===== config.mk =====
export PLATFORM = sky130hd
export DESIGN_NAME = nibble_serial_tx
export DESIGN_NICKNAME = d
export VERILOG_FILES = /design/src/rtl/nibble_serial_tx.sv
export SDC_FILE = /design/constraint.sdc
export NUM_CORES = 1
export LEC_CHECK = 0
export ABC_AREA = 1
export BUFFER_PORTS_ARGS = -buffer_cell sky130_fd_sc_hd__buf_2
export CORE_MARGIN = 5
export CORE_UTILIZATION = 65
export CTS_BUF_LIST = sky130_fd_sc_hd__clkbuf_8
export DETAILED_ROUTE_END_ITERATION = 10
export GPL_ROUTABILITY_DRIVEN = 0
export PLACE_DENSITY = 0.87
export SLEW_MARGIN = 20
export SYNTH_ARGS = -nofsm -noshare
export SYNTH_HDL_FRONTEND = slang
export SYNTH_SLANG_ARGS = --single-unit

===== constraint.sdc =====
create_clock -name clk -period 2.4 [get_ports clk]
set_clock_uncertainty 0.15 [all_clocks]
set_input_delay 0.12 -clock clk [delete_from_list [all_inputs] [get_ports clk]]
set_output_delay 0.12 -clock clk [all_outputs]
set_load 0.01 [all_outputs]

===== src/rtl/nibble_serial_tx.sv =====
// LSB-first parallel-to-serial transmitter with a valid/ready input and a programmable idle gap.
// Define NIBBLE_SERIAL_TX_PARITY_EN to append an even-parity bit after the data bits.
module nibble_serial_tx #(
  parameter int DATA_W     = 4,
  parameter int GAP_CYCLES = 1
) (
  input  logic              clk,
  input  logic              rst_n,
  input  logic              in_valid,
  output logic              in_ready,
  input  logic [DATA_W-1:0] in_data,
  output logic              ser_out,
  output logic              ser_frame,
  output logic              busy
);

  localparam int               CNT_W     = $clog2(DATA_W + 1);
  localparam logic [CNT_W-1:0] LAST_BIT  = CNT_W'(DATA_W - 1);
  localparam logic [7:0]       LAST_GAP  = 8'(GAP_CYCLES - 1);
  localparam logic             POST_IDLE = 1'(GAP_CYCLES == 0);

  typedef enum logic [1:0] {
    ST_IDLE   = 2'd0,
    ST_SHIFT  = 2'd1,
`ifdef NIBBLE_SERIAL_TX_PARITY_EN
    ST_PARITY = 2'd2,
`endif
    ST_GAP    = 2'd3
  } state_e;

  // With no gap configured the frame ends straight in IDLE.
  localparam state_e POST_FRAME_ST = POST_IDLE ? ST_IDLE : ST_GAP;

  state_e            state_q, state_d;
  logic [DATA_W-1:0] sreg_q, sreg_d;
  logic [CNT_W-1:0]  bit_cnt_q, bit_cnt_d;
  logic [7:0]        gap_cnt_q, gap_cnt_d;
  logic              in_ready_q, in_ready_d;
  logic              ser_out_q, ser_out_d;
  logic              ser_frame_q, ser_frame_d;
  logic              busy_q, busy_d;

`ifdef NIBBLE_SERIAL_TX_PARITY_EN
  logic              parity_q, parity_d;

  function automatic logic even_parity(input logic [DATA_W-1:0] word);
    even_parity = ^word;
  endfunction
`endif

  // Next-state and next-output logic; outputs are computed one cycle ahead and registered.
  always_comb begin
    state_d     = state_q;
    sreg_d      = sreg_q;
    bit_cnt_d   = bit_cnt_q;
    gap_cnt_d   = gap_cnt_q;
    in_ready_d  = 1'b0;
    ser_out_d   = 1'b0;
    ser_frame_d = 1'b0;
    busy_d      = 1'b1;
`ifdef NIBBLE_SERIAL_TX_PARITY_EN
    parity_d    = parity_q;
`endif
    case (state_q)
      ST_IDLE: begin
        if (in_valid && in_ready_q) begin
          state_d     = ST_SHIFT;
          sreg_d      = in_data;
          bit_cnt_d   = '0;
          ser_out_d   = in_data[0];
          ser_frame_d = 1'b1;
`ifdef NIBBLE_SERIAL_TX_PARITY_EN
          parity_d    = even_parity(in_data);
`endif
        end else begin
          in_ready_d = 1'b1;
          busy_d     = 1'b0;
        end
      end
      ST_SHIFT: begin
        if (bit_cnt_q == LAST_BIT) begin
`ifdef NIBBLE_SERIAL_TX_PARITY_EN
          state_d     = ST_PARITY;
          ser_out_d   = parity_q;
          ser_frame_d = 1'b1;
`else
          state_d    = POST_FRAME_ST;
          gap_cnt_d  = 8'd0;
          in_ready_d = POST_IDLE;
          busy_d     = ~POST_IDLE;
`endif
        end else begin
          sreg_d      = sreg_q >> 1;
          ser_out_d   = sreg_d[0];
          ser_frame_d = 1'b1;
          bit_cnt_d   = bit_cnt_q + CNT_W'(1);
        end
      end
`ifdef NIBBLE_SERIAL_TX_PARITY_EN
      ST_PARITY: begin
        state_d    = POST_FRAME_ST;
        gap_cnt_d  = 8'd0;
        in_ready_d = POST_IDLE;
        busy_d     = ~POST_IDLE;
      end
`endif
      ST_GAP: begin
        if (gap_cnt_q == LAST_GAP) begin
          state_d    = ST_IDLE;
          in_ready_d = 1'b1;
          busy_d     = 1'b0;
        end else begin
          gap_cnt_d = gap_cnt_q + 8'd1;
        end
      end
      default: begin
        state_d = ST_IDLE;
        busy_d  = 1'b0;
      end
    endcase
  end

  // State, datapath and output registers; reset abandons any frame in flight.
  always_ff @(posedge clk or negedge rst_n) begin
    if (!rst_n) begin
      state_q     <= ST_IDLE;
      sreg_q      <= '0;
      bit_cnt_q   <= '0;
      gap_cnt_q   <= 8'd0;
      in_ready_q  <= 1'b0;
      ser_out_q   <= 1'b0;
      ser_frame_q <= 1'b0;
      busy_q      <= 1'b0;
`ifdef NIBBLE_SERIAL_TX_PARITY_EN
      parity_q    <= 1'b0;
`endif
    end else begin
      state_q     <= state_d;
      sreg_q      <= sreg_d;
      bit_cnt_q   <= bit_cnt_d;
      gap_cnt_q   <= gap_cnt_d;
      in_ready_q  <= in_ready_d;
      ser_out_q   <= ser_out_d;
      ser_frame_q <= ser_frame_d;
      busy_q      <= busy_d;
`ifdef NIBBLE_SERIAL_TX_PARITY_EN
      parity_q    <= parity_d;
`endif
    end
  end

  assign in_ready  = in_ready_q;
  assign ser_out   = ser_out_q;
  assign ser_frame = ser_frame_q;
  assign busy      = busy_q;

endmodule


# --- After elaboration in Yosys (flattened, before gate mapping) ---
# Cells that the tools add are included.
totals:
  mem_bits_ro: 0
  in_bits: 7
  ramBits: 0
  memories: 0
  latchBits: 0
  register_bits: 21
op_classes:
  n_lt_le_gt_ge: 0
  n_mux: 24
  n_reduce_logical: 8
  n_div: 0
  shift: 0
  multipliers: 0
  n_bitwise: 0
  eq_ne: 8
  add_sub_neg: 2
ops:
  columns: ["operator", "n"]
  rows:
  - ["two-way mux 8 bit", 2]
  - ["one-hot mux 8 bit (2 select lines)", 1]
  - ["inequality test 2 bit, second input constant", 5]
  - ["AND reduction 3 bit", 3]
  - ["adder 8 x 1 -> 8 bit, second input constant", 1]
  - ["logical NOT 8 bit", 1]
  - ["two-way mux 4 bit", 2]
  - ["one-hot mux 4 bit (2 select lines)", 1]
  - ["two-way mux 1 bit", 7]
  - ["two-way mux 2 bit", 3]
  - ["two-way mux 3 bit", 2]
  - ["one-hot mux 1 bit (2 select lines)", 3]
  - ["one-hot mux 2 bit (3 select lines)", 1]
  - ["one-hot mux 3 bit (2 select lines)", 1]
  - ["nonzero test 2 bit", 2]
  - ["adder 3 x 1 -> 3 bit, second input constant", 1]
  - ["equality test 3 x 2 -> 1 bit, second input constant", 1]
  - ["one-hot mux 1 bit (3 select lines)", 1]
  - ["equality test 2 x 1 -> 1 bit, second input constant", 1]
  - ["equality test 2 bit, second input constant", 1]
  - ["logical NOT 2 bit", 1]
  - ["logical AND 1 bit", 1]

# --- Longest topological paths before layout ---
depth:
  ltp_word: 3
  ltp_mapped: 10

# --- Least setup slack after synthesis ---
# OpenSTA, ideal clock, no wires.
synth_timing:
  path_kind: "reg-to-reg"
  from: "reg state_q[1]"
  to: "reg gap_cnt_q[0]"
  synth_period_minus_slack_ns: 1.540
  stages_incl_launch_ff: 11
  t_arrival_ns: 1.262
  n_path_buf: 2
  setup_slack_ns: 0.860
  cell_sequence: "dfrtp_1 inv_1 ha_1 buf_6 inv_2 nor2_1 nor2_1 nand2_2 buf_6 nand2_1 o21ai_0"
synth_via:
  elab_chain_len: 3
synth_rtl:
  columns: ["element", "line_no", "rtl"]
  rows:
  - ["start, declared", "34", "state_e state_q, state_d;"]
  - ["start signal, assigned", "138", "state_q <= state_d;"]
  - ["equality test 2 bit or equality test 2 x 1 -> 1 bit (tied branches)", "64", "case (state_q)"]
  - ["inequality test 2 bit (no line) or nonzero test 2 bit (tied branches)", null, null]
  - ["AND reduction 3 bit (no line)", null, null]
  - ["end signal, assigned", "141", "gap_cnt_q <= gap_cnt_d;"]
  - ["end, declared", "37", "logic [7:0] gap_cnt_q, gap_cnt_d;"]
# Several ways; a longest one is shown, not always the timed one.
# A chain may end at the register's enable or synchronous reset.

# --- Worst setup path in the final report ---
# Same ends and word-level chain as after synthesis.

==> flow_metrics.tcl <==
set metrics [dict create \
    initial_core_util_pct 67.2 \
    grt_pass1_wl_um 4250 \
    synth_top_area_share_pct 43.6 \
    p_per_area_mw_per_mm2 1010 \
    drt-total-wl_um 2410 \
    p_leak_nw 0.693 \
    ys_seq_elements 20 \
    via_count 994 \
    critPathLaunchType "flip-flop" \
    yosys-top-cells-count "nand2_1 (38), dfrtp_1 (20), inv_1 (19)" \
    synth_cells 143 \
    core_mm2 0.00171 \
    worst_ep_arrival_time_ps 1860 \
    holdPathStages 3 \
    synth.most_common_cell "nand2_1" \
    synth.avg_cell_area_um2 8.02 \
    syn_to_final_growth_pct 13.8 \
    ant_nets 0 \
    synth_edf_count 0 \
    drive_above_1_share_pct 17.6 \
    fill_cells 117 \
    ys_top_cells_by_area "dfrtp_1 (44%), nand2_1 (12%), ha_1 (8.7%)" \
    finalSetupTns_ps 0 \
    drc 0 \
    wl_per_cell_um 13.1 \
    cp-end-kind "flip-flop" \
    final_hold_viol_count 0 \
    clk_path_buf_depth 2 \
    yosysWarnings 0 \
    ys_types 24 \
    dr.first_iter.drc_count 30 \
    clk_pin_slew_ps 80 \
    grt_max_degree 21 \
    h-tree-depth 1 \
    maxCapViolations 0 \
    netlist_area_mm2 0.00115 \
    diodes 0 \
    max_slew_margin_pct 70.1 \
    tritoncts "done" \
    dieArea_mm2 0.00271 \
    syn_nets 158 \
    worstMarginPinSlew_ps 448 \
    hold_path_startpoint "in_valid" \
    viasPerCell 5.40 \
    multi_input_area_um2 537 \
    synthArstFlopShare_pct 100 \
    clock_power_share_pct 19.6 \
    rows 15 \
    synth_top_area_cell "dfrtp_1" \
    crit_start "state_q[1]$_DFFE_PN0P_" \
    rsz0062_at_grt "no" \
    port_buffers 10 \
    reg2regPathDepth 8 \
    power_mw 1.32 \
    cts-root-buf "clkbuf_8" \
    overflow 0 \
    ys_seq_area_share_pct 43.6 \
    antenna_found_initial 0 \
    cts_buffers 3 \
    seq_power_share_pct 36.1 \
    place_hpwl_um 1690 \
    dieWidth_um 52.0 \
    reg2reg_from "state_q[1]$_DFFE_PN0P_" \
    holdBufCountCts 5 \
    insertion_delay_ps 260 \
    cts.sinks 20 \
    regArea_um2 500 \
    cts-resized-gates 0 \
    grt_pass1_vias 998 \
    die_y_um 52.0 \
    power_switching_share_pct 41.2 \
    final-setup-viol-count 0 \
    crit_path_max_fanout 12 \
    status "finished, final reports clean" \
    grtUsageTotal_pct 20.9 \
    crit_type "reg2reg" \
    num_io_pins 11 \
    comb_power_share_pct 44.3 \
    maxSlewViolCount 0 \
    max_freq_mhz 540 \
    final_area_mm2 0.00131 \
    hp-class "in2reg" \
    nets 175 \
    first_pass_iters 4 \
    pre_cts_ws_ps 640 \
    required_ps 2410 \
    fin_crit_ps 1850 \
    fin_crit_sh_pct 77.2 \
    p_switching_uw 542 \
    synth_ff_type "dfrtp_1" \
    post-cts-setup-buffers 0 \
    timing.final.ws_setup_ps 548 \
    p_int_uw 775 \
    peakVddDrop_mv 0.930 \
    dpl-instance-area_mm2 0.00120 \
]
-- layer usage --
layer	track usage (%)	vias to the layer above	wire length, um
li1	-	488	-
met1	27.2	448	1130
met2	32.2	45	1060
met3	4.58	13	148
met4	10.9	0	80
met5	0	-	0
-- cells in the final DEF, fill, tap and decap left out --
cell	count
dfrtp_1	20
buf_2	10
a31oi_1	1
o21ai_1	3
nor2_1	7
nand3_2	1
nand3b_1	1
clkbuf_8	4
nand4_1	2
nand2_1	38
a21oi_1	1
dlygate4sd3_1	5
inv_2	3
o21ai_2	2
nor2_4	1
o211ai_1	2
or2_2	2
nand3_1	11
nor2_2	2
inv_1	19
ha_1	8
o21ai_0	11
o21a_1	1
nand2_2	3
o22ai_1	1
-- power by group through the flow --
stage | clock, mW | sequential [mW] | combinational [mW]
global route | 0.278 | 0.486 | 0.660
detailed placement | 0 | 0.480 | 0.566
finish | 0.258 | 0.475 | 0.584
CTS | 0.258 | 0.473 | 0.577
floorplan | 0 | 0.486 | 0.466
global placement | 0 | 0.475 | 0.546
-- area by class of cell --
type                    instances  share of cell area [%]
multi-input cells              98                    41.1
well taps                      25                    2.39
flip-flops and latches         20                    38.3
inverters                      22                    6.32
clock buffers                   4                    4.21
repair buffers                 15                    7.66
-- through the flow --
| stage | util (%) | hold slack (ps) | instances |
|---|---|---|---|
| 6_report | 76.5 | 59.9 | 184 |
| 3_3_place_gp | 70.3 | -65.6 | 175 |
| 3_5_place_dp | 70.3 | -62.0 | 175 |
| 2_1_floorplan | - | -326 | 143 |
| 5_1_grt | 76.5 | 85.3 | 184 |
| 4_1_cts | 76.5 | 54.7 | 184 |
-- cell families after synthesis --
logic type | Yosys count | synth area share (%)
buffers and inverters | 25 | 9.60
DFF | 20 | 43.6
AOI/OAI and AO/OA | 22 | 11.1
and+or+nand+nor | 68 | 26.9
adders and majority gates | 8 | 8.72
-- flip-flops by register name, indices dropped and copies added, names as in the netlist --
| name | count |
|---|---|
| gap_cnt_q | 8 |
| bit_cnt_q | 3 |
| sreg_q | 3 |
| state_q | 2 |
| busy | 1 |
| in_ready | 1 |
| ser_frame | 1 |
| ser_out | 1 |
-- worst max-delay path, cell delays in order (launching register included) --
cell and delay, ps:
dfrtp_1 420, inv_1 90, ha_1 340, inv_2 110, nor2_1 140, nor2_1 60, nand2_2 210, nand2_1 110
o21ai_0 120
-- path summary, 6_finish.rpt --
path,endpoint,slack (ps)
max reg2reg,gap_cnt_q[0]$_DFFE_PN0P_,550
max,gap_cnt_q[0]$_DFFE_PN0P_,550
min in group asynchronous,state_q[1]$_DFFE_PN0P_,190
min reg2reg,bit_cnt_q[1]$_DFFE_PN0P_,380
min,ser_frame$_DFF_PN0_,60
max in group asynchronous,sreg_q[1]$_DFFE_PN0P_,1600
No activity file was read; power rests on OpenSTA's default activity.
